<file path="src/rtl/mouse_pkg.sv">
// rtl/mouse_pkg.sv - shared constants, FSM state type and code helper for the mouse key sequencer
package mouse_pkg;

  localparam int KEY_W    = 5;
  localparam int NUM_KEYS = 18;
  localparam int CNT_W    = 8;
  localparam logic [KEY_W-1:0] NONE_CODE = 5'd18;

  typedef enum logic [1:0] {
    ST_IDLE    = 2'd0,
    ST_HOLD    = 2'd1,
    ST_PUSH    = 2'd2,
    ST_RELEASE = 2'd3
  } seq_state_e;

  // Codes above "no key" come from decoder states with no keypad meaning; fold them into no key.
  function automatic logic [KEY_W-1:0] squash_code(input logic [KEY_W-1:0] code,
                                                   input logic [KEY_W-1:0] none_code);
    return (code >= none_code) ? none_code : code;
  endfunction

endpackage

</file>
<file path="src/rtl/key_fifo.sv">
// rtl/key_fifo.sv - small first-word-fall-through FIFO for debounced key events
module key_fifo #(
  parameter int WIDTH = 5,
  parameter int DEPTH = 4
) (
  input  logic                       clk,
  input  logic                       reset,
  input  logic                       wr_en,
  input  logic [WIDTH-1:0]           wr_data,
  input  logic                       rd_en,
  output logic [WIDTH-1:0]           rd_data,
  output logic                       empty,
  output logic                       full,
  output logic [$clog2(DEPTH):0]     count
);

  localparam int AW = $clog2(DEPTH);
  localparam logic [AW:0] FULL_CNT = (AW+1)'(DEPTH);

  logic [WIDTH-1:0] mem_q [DEPTH];
  logic [WIDTH-1:0] mem_d [DEPTH];
  logic [AW-1:0]    wr_ptr_q, wr_ptr_d;
  logic [AW-1:0]    rd_ptr_q, rd_ptr_d;
  logic [AW:0]      count_q, count_d;
  logic             do_wr, do_rd;

  assign empty   = (count_q == '0);
  assign full    = (count_q == FULL_CNT);
  assign count   = count_q;
  assign rd_data = mem_q[rd_ptr_q];

  // A pop frees the slot a same-cycle push needs, so a full FIFO still accepts a write when read.
  always_comb begin
    do_rd    = rd_en && !empty;
    do_wr    = wr_en && (!full || do_rd);
    mem_d    = mem_q;
    wr_ptr_d = wr_ptr_q;
    rd_ptr_d = rd_ptr_q;
    count_d  = count_q;
    if (do_wr) begin
      mem_d[wr_ptr_q] = wr_data;
      wr_ptr_d        = wr_ptr_q + AW'(1);
    end
    if (do_rd) begin
      rd_ptr_d = rd_ptr_q + AW'(1);
    end
    case ({do_wr, do_rd})
      2'b10:   count_d = count_q + (AW+1)'(1);
      2'b01:   count_d = count_q - (AW+1)'(1);
      default: count_d = count_q;
    endcase
  end

  // Storage, pointers and occupancy registers.
  always_ff @(posedge clk or posedge reset) begin
    if (reset) begin
      mem_q    <= '{default: '0};
      wr_ptr_q <= '0;
      rd_ptr_q <= '0;
      count_q  <= '0;
    end else begin
      mem_q    <= mem_d;
      wr_ptr_q <= wr_ptr_d;
      rd_ptr_q <= rd_ptr_d;
      count_q  <= count_d;
    end
  end

endmodule

</file>
<file path="src/rtl/mouse_key_sequencer.sv">
// rtl/mouse_key_sequencer.sv - debounces raw mouse key codes into one queued event per click
module mouse_key_sequencer
  import mouse_pkg::*;
#(
  parameter int HOLD_CYCLES = 16,
  parameter int FIFO_DEPTH  = 4,
  parameter logic [KEY_W-1:0] NONE_CODE = mouse_pkg::NONE_CODE
) (
  input  logic                          clk,
  input  logic                          reset,
  input  logic [KEY_W-1:0]              key_code,
  input  logic                          key_ready,
  input  logic                          clear_ovf,
  output logic [KEY_W-1:0]              key_out,
  output logic                          key_valid,
  output logic [$clog2(FIFO_DEPTH):0]   fifo_count,
  output logic                          overflow,
  output logic                          busy
);

  localparam logic [CNT_W-1:0] HOLD_LIM = CNT_W'(HOLD_CYCLES);

  seq_state_e       state_q, state_d;
  logic [CNT_W-1:0] cnt_q, cnt_d;
  logic [KEY_W-1:0] cand_q, cand_d;
  logic [KEY_W-1:0] code_q, code_d;
  logic             ovf_q, ovf_d;

  logic [KEY_W-1:0] code_eff;
  logic [KEY_W-1:0] fifo_head;
  logic             fifo_empty, fifo_full;
  logic             push_en, ovf_set, pop;

  assign code_eff  = squash_code(code_q, NONE_CODE);
  assign key_valid = !fifo_empty;
  assign key_out   = fifo_empty ? '0 : fifo_head;
  assign pop       = key_valid && key_ready;
  assign overflow  = ovf_q;
  assign busy      = (state_q != ST_IDLE);

  key_fifo #(
    .WIDTH (KEY_W),
    .DEPTH (FIFO_DEPTH)
  ) u_fifo (
    .clk     (clk),
    .reset   (reset),
    .wr_en   (push_en),
    .wr_data (cand_q),
    .rd_en   (key_ready),
    .rd_data (fifo_head),
    .empty   (fifo_empty),
    .full    (fifo_full),
    .count   (fifo_count)
  );

  // Press/release debounce: a key must be stable to fire once, then no key must be stable to re-arm.
  always_comb begin
    state_d = state_q;
    cnt_d   = cnt_q;
    cand_d  = cand_q;
    code_d  = key_code;
    push_en = 1'b0;
    ovf_set = 1'b0;
    case (state_q)
      ST_IDLE: begin
        if (code_eff != NONE_CODE) begin
          state_d = ST_HOLD;
          cand_d  = code_eff;
          cnt_d   = CNT_W'(1);
        end
      end
      ST_HOLD: begin
        if (code_eff == NONE_CODE) begin
          state_d = ST_IDLE;
          cnt_d   = '0;
        end else if (code_eff != cand_q) begin
          cand_d = code_eff;
          cnt_d  = CNT_W'(1);
        end else if (cnt_q >= HOLD_LIM) begin
          state_d = ST_PUSH;
        end else begin
          cnt_d = cnt_q + CNT_W'(1);
        end
      end
      ST_PUSH: begin
        if (!fifo_full || pop) begin
          push_en = 1'b1;
        end else begin
          ovf_set = 1'b1;
        end
        state_d = ST_RELEASE;
        cnt_d   = '0;
      end
      ST_RELEASE: begin
        // Any held key, including a slide onto a neighbour, restarts the release count.
        if (code_eff == NONE_CODE) begin
          if ({1'b0, cnt_q} + 9'd1 >= {1'b0, HOLD_LIM}) begin
            state_d = ST_IDLE;
            cnt_d   = '0;
          end else begin
            cnt_d = cnt_q + CNT_W'(1);
          end
        end else begin
          cnt_d = '0;
        end
      end
      default: begin
        state_d = ST_IDLE;
        cnt_d   = '0;
      end
    endcase
    ovf_d = ovf_set ? 1'b1 : (clear_ovf ? 1'b0 : ovf_q);
  end

  // Sequencer state, input sample and sticky overflow registers.
  always_ff @(posedge clk or posedge reset) begin
    if (reset) begin
      state_q <= ST_IDLE;
      cnt_q   <= '0;
      cand_q  <= '0;
      code_q  <= NONE_CODE;
      ovf_q   <= 1'b0;
    end else begin
      state_q <= state_d;
      cnt_q   <= cnt_d;
      cand_q  <= cand_d;
      code_q  <= code_d;
      ovf_q   <= ovf_d;
    end
  end

endmodule

</file>
<file path="config.mk">
export PLATFORM = sky130hd
export DESIGN_NAME = mouse_key_sequencer
export DESIGN_NICKNAME = d
export VERILOG_FILES = /design/src/rtl/mouse_pkg.sv /design/src/rtl/key_fifo.sv /design/src/rtl/mouse_key_sequencer.sv
export SDC_FILE = /design/constraint.sdc
export NUM_CORES = 1
export LEC_CHECK = 0
export ABC_AREA = 1
export ABC_CLOCK_PERIOD_IN_PS = 3300
export BUFFER_PORTS_ARGS = -buffer_cell sky130_fd_sc_hd__buf_2
export CAP_MARGIN = 10
export CELL_PAD_IN_SITES_DETAIL_PLACEMENT = 1
export CELL_PAD_IN_SITES_GLOBAL_PLACEMENT = 2
export CORE_MARGIN = 2
export CORE_UTILIZATION = 39
export CTS_CLUSTER_SIZE = 40
export DETAILED_ROUTE_END_ITERATION = 8
export PLACE_DENSITY_LB_ADDON = 0.1
export SYNTH_ARGS = -nofsm -noshare
export SYNTH_HDL_FRONTEND = slang
export SYNTH_SLANG_ARGS = --single-unit
</file>
<file path="constraint.sdc">
create_clock -name clk -period 3.3 [get_ports clk]
set_input_delay 0.33 -clock clk [delete_from_list [all_inputs] [get_ports clk]]
set_output_delay 0.33 -clock clk [all_outputs]
set_load 0.1 [all_outputs]
</file>
==> summary.md <==
| Metric | Value |
|---|---|
| Status | `complete, no violations` |
| Final setup viols | `0` |
| FF-to-FF Start | `u_fifo.count[1]` |
| FF-to-FF End | `u_fifo.count[2]` |
| CTS max path bufs | `2` |
| Initial DRC count | `37` |
| Post-Route Utilization | `approximately 44%` |
| Final RePlAce weighted congestion | `0.7487` |
| Synth warn | `0` |
| Largest net degree at the start of global routing | `49` |
| IO buf count | `19` |
| Routed Antenna Nets | `0` |
| Die width | `between 80 and 90 microns` |
| Hold_sp | `key_code[1]` |
| Area grow syn2layout | `9.723%` |
| WL per Instance | `about 14 microns` |
| Fmax | `0.4430 GHz` |
| Post-layout net count | `353` |
| Hold buffers post-CTS | `0` |
| Row count | `29` |
| Crit-path cells | `nand2_1 > o21ai_0 > nand2_1 > a21oi_1 > buf_2` |
| Total GRT Usage | `between 15 and 20%` |
| Worst setup path category | `reg -> out` |
| Post-CTS Resized | `0` |
| Total wire length | `between 5000 and 6000 microns` |
| Final instance area | `~2800 sq um` |
| Pre-CTS WS | `between 1000 and 1500 ps` |
| Initial Util | `roughly two fifths` |
| Post-CTS setup buffers | `0` |
| Overall power | `between 2 and 2.5 mW` |
| Pwr dens | `roughly 730 nW/um^2` |
| Boundary Pins | `20` |
| Post-layout min period | `between 2000 and 2500 ps` |
| Static Leak | `about 1.4 nW` |
| Root Driver | `clkbuf_8` |
| Initial antenna violation count | `0` |
| DRC errors left | `0` |
| First-pass GRT wire length | `roughly 11000 microns` |
| Clock-pin transition on the worst setup and hold timing paths | `~90 ps` |
| Crit path required time | `2970 ps` |
| CTS tree | `done` |
| Max VDD drop | `slightly below 0.6 mV` |
| R2R cell count | `9` |
| Vias per cell | `5.070` |
| CP max stage cell | `dfrtp_1` |
| Slew headroom | `a little under a third` |
| Critical Path End Type | `output port` |
| R2r setup slk | `about 1200 ps` |
| Worst-Margin Slew | `~1000 ps` |
| TritonCTS Buffers | `5` |
| Max incr delay on CP | `about 760 ps` |
| Layout cell share with drive strength beyond 1 | `between 10 and 15%` |
| Seq cells post-synth | `48` |
| Syn Area/Cell | `about 8.2 sq um` |
| Max-cap viol count | `0` |
| Final period util | `about two thirds` |
| Fin. Hold Viols | `0` |
| DP Area | `between 2000 and 3000 sq um` |
| Syn Std Cell Area | `about 2600 sq um` |
| Hold Path Stages | `1` |
| Routed via count | `roughly 2100` |
| Clock Latency Late Sink | `~300 ps` |
| Startpoint types | `register` |
| CTS H-tree lvls | `2` |
| Worst Path Arrival | `around 1900 ps` |
| TritonRoute pass-1 iters | `4` |
| Core footprint | `about 6300 sq um` |
| GRT overflow | `0` |
| Die area | `7265 sq um` |
| Sequential area share after synthesis | `around 47%` |
| Min-Delay Endpoint | `code_q[1]` |
| Distinct cells, synth | `27` |
| Vias in the first global route | `about 2200` |
| RSZ-0062 raised after global routing | `no` |
| Final worst slack | `between 1000 and 1500 ps` |
| Most frequent CP cell | `nand2_1` |
| Antenna Cells | `0` |
| Die H | `~85 microns` |
| CP max FO | `22` |
| Synthesized Nets | `between 300 and 400` |
| Worst Hold Class | `in -> reg` |
| Final Max Slew Viols | `0` |
| Synth Instances | `approximately 320` |
| Final Skew | `8.981 ps` |
| HPWL Detailed | `roughly 4400 microns` |
| CTS Sinks | `48` |
-- layout make-up --
type	instances	area [sq um]
clock buffers	6	72.57
clock inverters	1	5.005
fillers	803	3526
inverters	49	183.9
multi-input cells	213	1167
flip-flops and latches	48	1204
well taps	77	96.34
repair buffers	19	95.09
-- cells by family (layout without fill, tap and decap cells) --
family / after synthesis / in the layout / share of synthesized area, %
AO/OA/AOI/OAI: 61 / 61 / 13.66
XOR/XNOR: 7 / 7 / 2.382
adder cells (fa/ha/maj): 8 / 8 / 4.181
buffers and inverters: 54 / 75 / 7.973
flip-flops: 48 / 48 / 46.77
multiplexers: 2 / 2 / 0.8750
AND/OR/NAND/NOR: 135 / 135 / 24.16
-- metal layers --
| layer | wire length [microns] | GRT usage [%] | vias up |
|---|---|---|---|
| met5 | 0 | 0 | - |
| li1 | - | - | 1046 |
| met3 | 99 | 3.210 | 7 |
| met2 | 3009 | 32.74 | 14 |
| met4 | 68 | 4.762 | 0 |
| met1 | 2743 | 22.43 | 1027 |
-- cell usage after synthesis --
cell type / n / share of area, %
nand2_1: 73 / 11
nor2_2: 6 / 1.5
buf_2: 2 / 0.39
o21ai_4: 1 / 0.63
o211ai_1: 4 / 1.2
o21a_1: 8 / 2.3
nor2_1: 22 / 3.2
nand2_2: 3 / 0.73
dfstp_2: 2 / 2.0
inv_2: 2 / 0.29
mux2_2: 2 / 0.87
o21ai_0: 31 / 6.0
xor2_1: 5 / 1.7
inv_1: 47 / 6.9
a21oi_1: 15 / 2.9
nor3_4: 1 / 0.63
o32ai_1: 1 / 0.34
nand3_4: 2 / 1.4
nand4_1: 9 / 2.2
ha_1: 7 / 3.4
fa_1: 1 / 0.78
a31oi_1: 1 / 0.24
nand3_1: 18 / 3.5
clkbuf_1: 3 / 0.44
nand2_4: 1 / 0.44
xnor2_1: 2 / 0.68
dfrtp_1: 46 / 45
-- sequential cells by signal, indices dropped and copies added (netlist names), named ones only --
name             flops
cand_q               5
state_q              1
code_q               5
cnt_q                8
u_fifo.rd_ptr_q      2
overflow             1
u_fifo.wr_ptr_q      2
u_fifo.count         3
u_fifo.mem_q        20
-- worst max path at each step --
stage | cells past startpoint | end | startpoint
2_1_floorplan | 4 | key_out[0] | u_fifo.count[2]
3_3_place_gp | 9 | u_fifo.count[2] | u_fifo.count[1]
3_5_place_dp | 9 | u_fifo.count[2] | u_fifo.count[1]
4_1_cts | 5 | key_out[4] | u_fifo.rd_ptr_q[0]
5_1_grt | 5 | key_out[4] | u_fifo.rd_ptr_q[0]
6_report | 5 | key_out[4] | u_fifo.rd_ptr_q[0]
-- layout by cell type, fill, tap and decap left out, types with 6 or more instances in the layout --
cell type	count
a21oi_1	15
buf_2	19
dfrtp_1	46
ha_1	7
inv_1	46
nand2_1	72
nand3_1	18
nand4_1	9
nor2_1	22
nor2_2	6
o21a_1	8
o21ai_0	31
-- power breakdown --
group          switching (mW)  internal [mW]  total [mW]
Combinational           0.813          0.174       0.987
Clock                   0.193          0.145       0.337
Sequential              0.104          0.638       0.742
-- per-stage QoR --
step,TNS (ps),instances,hold slack [ps]
final,0,413,121.0
after global routing,0,413,106.4
after CTS,0,413,109.5
after detailed placement,0,406,438.6
after global placement,0,406,436.0
after floorplan,-1364,315,334.5
-- critical path, delay by kind of cell, from the launching register on --
| kind | cells | cell delay [ps] |
|---|---|---|
| AO/OA/AOI/OAI | 2 | 250 |
| AND/OR/NAND/NOR | 2 | 180 |
| flip-flops | 1 | 760 |
| buffers and inverters | 1 | 440 |
No activity file was read; power rests on OpenSTA's default activity.
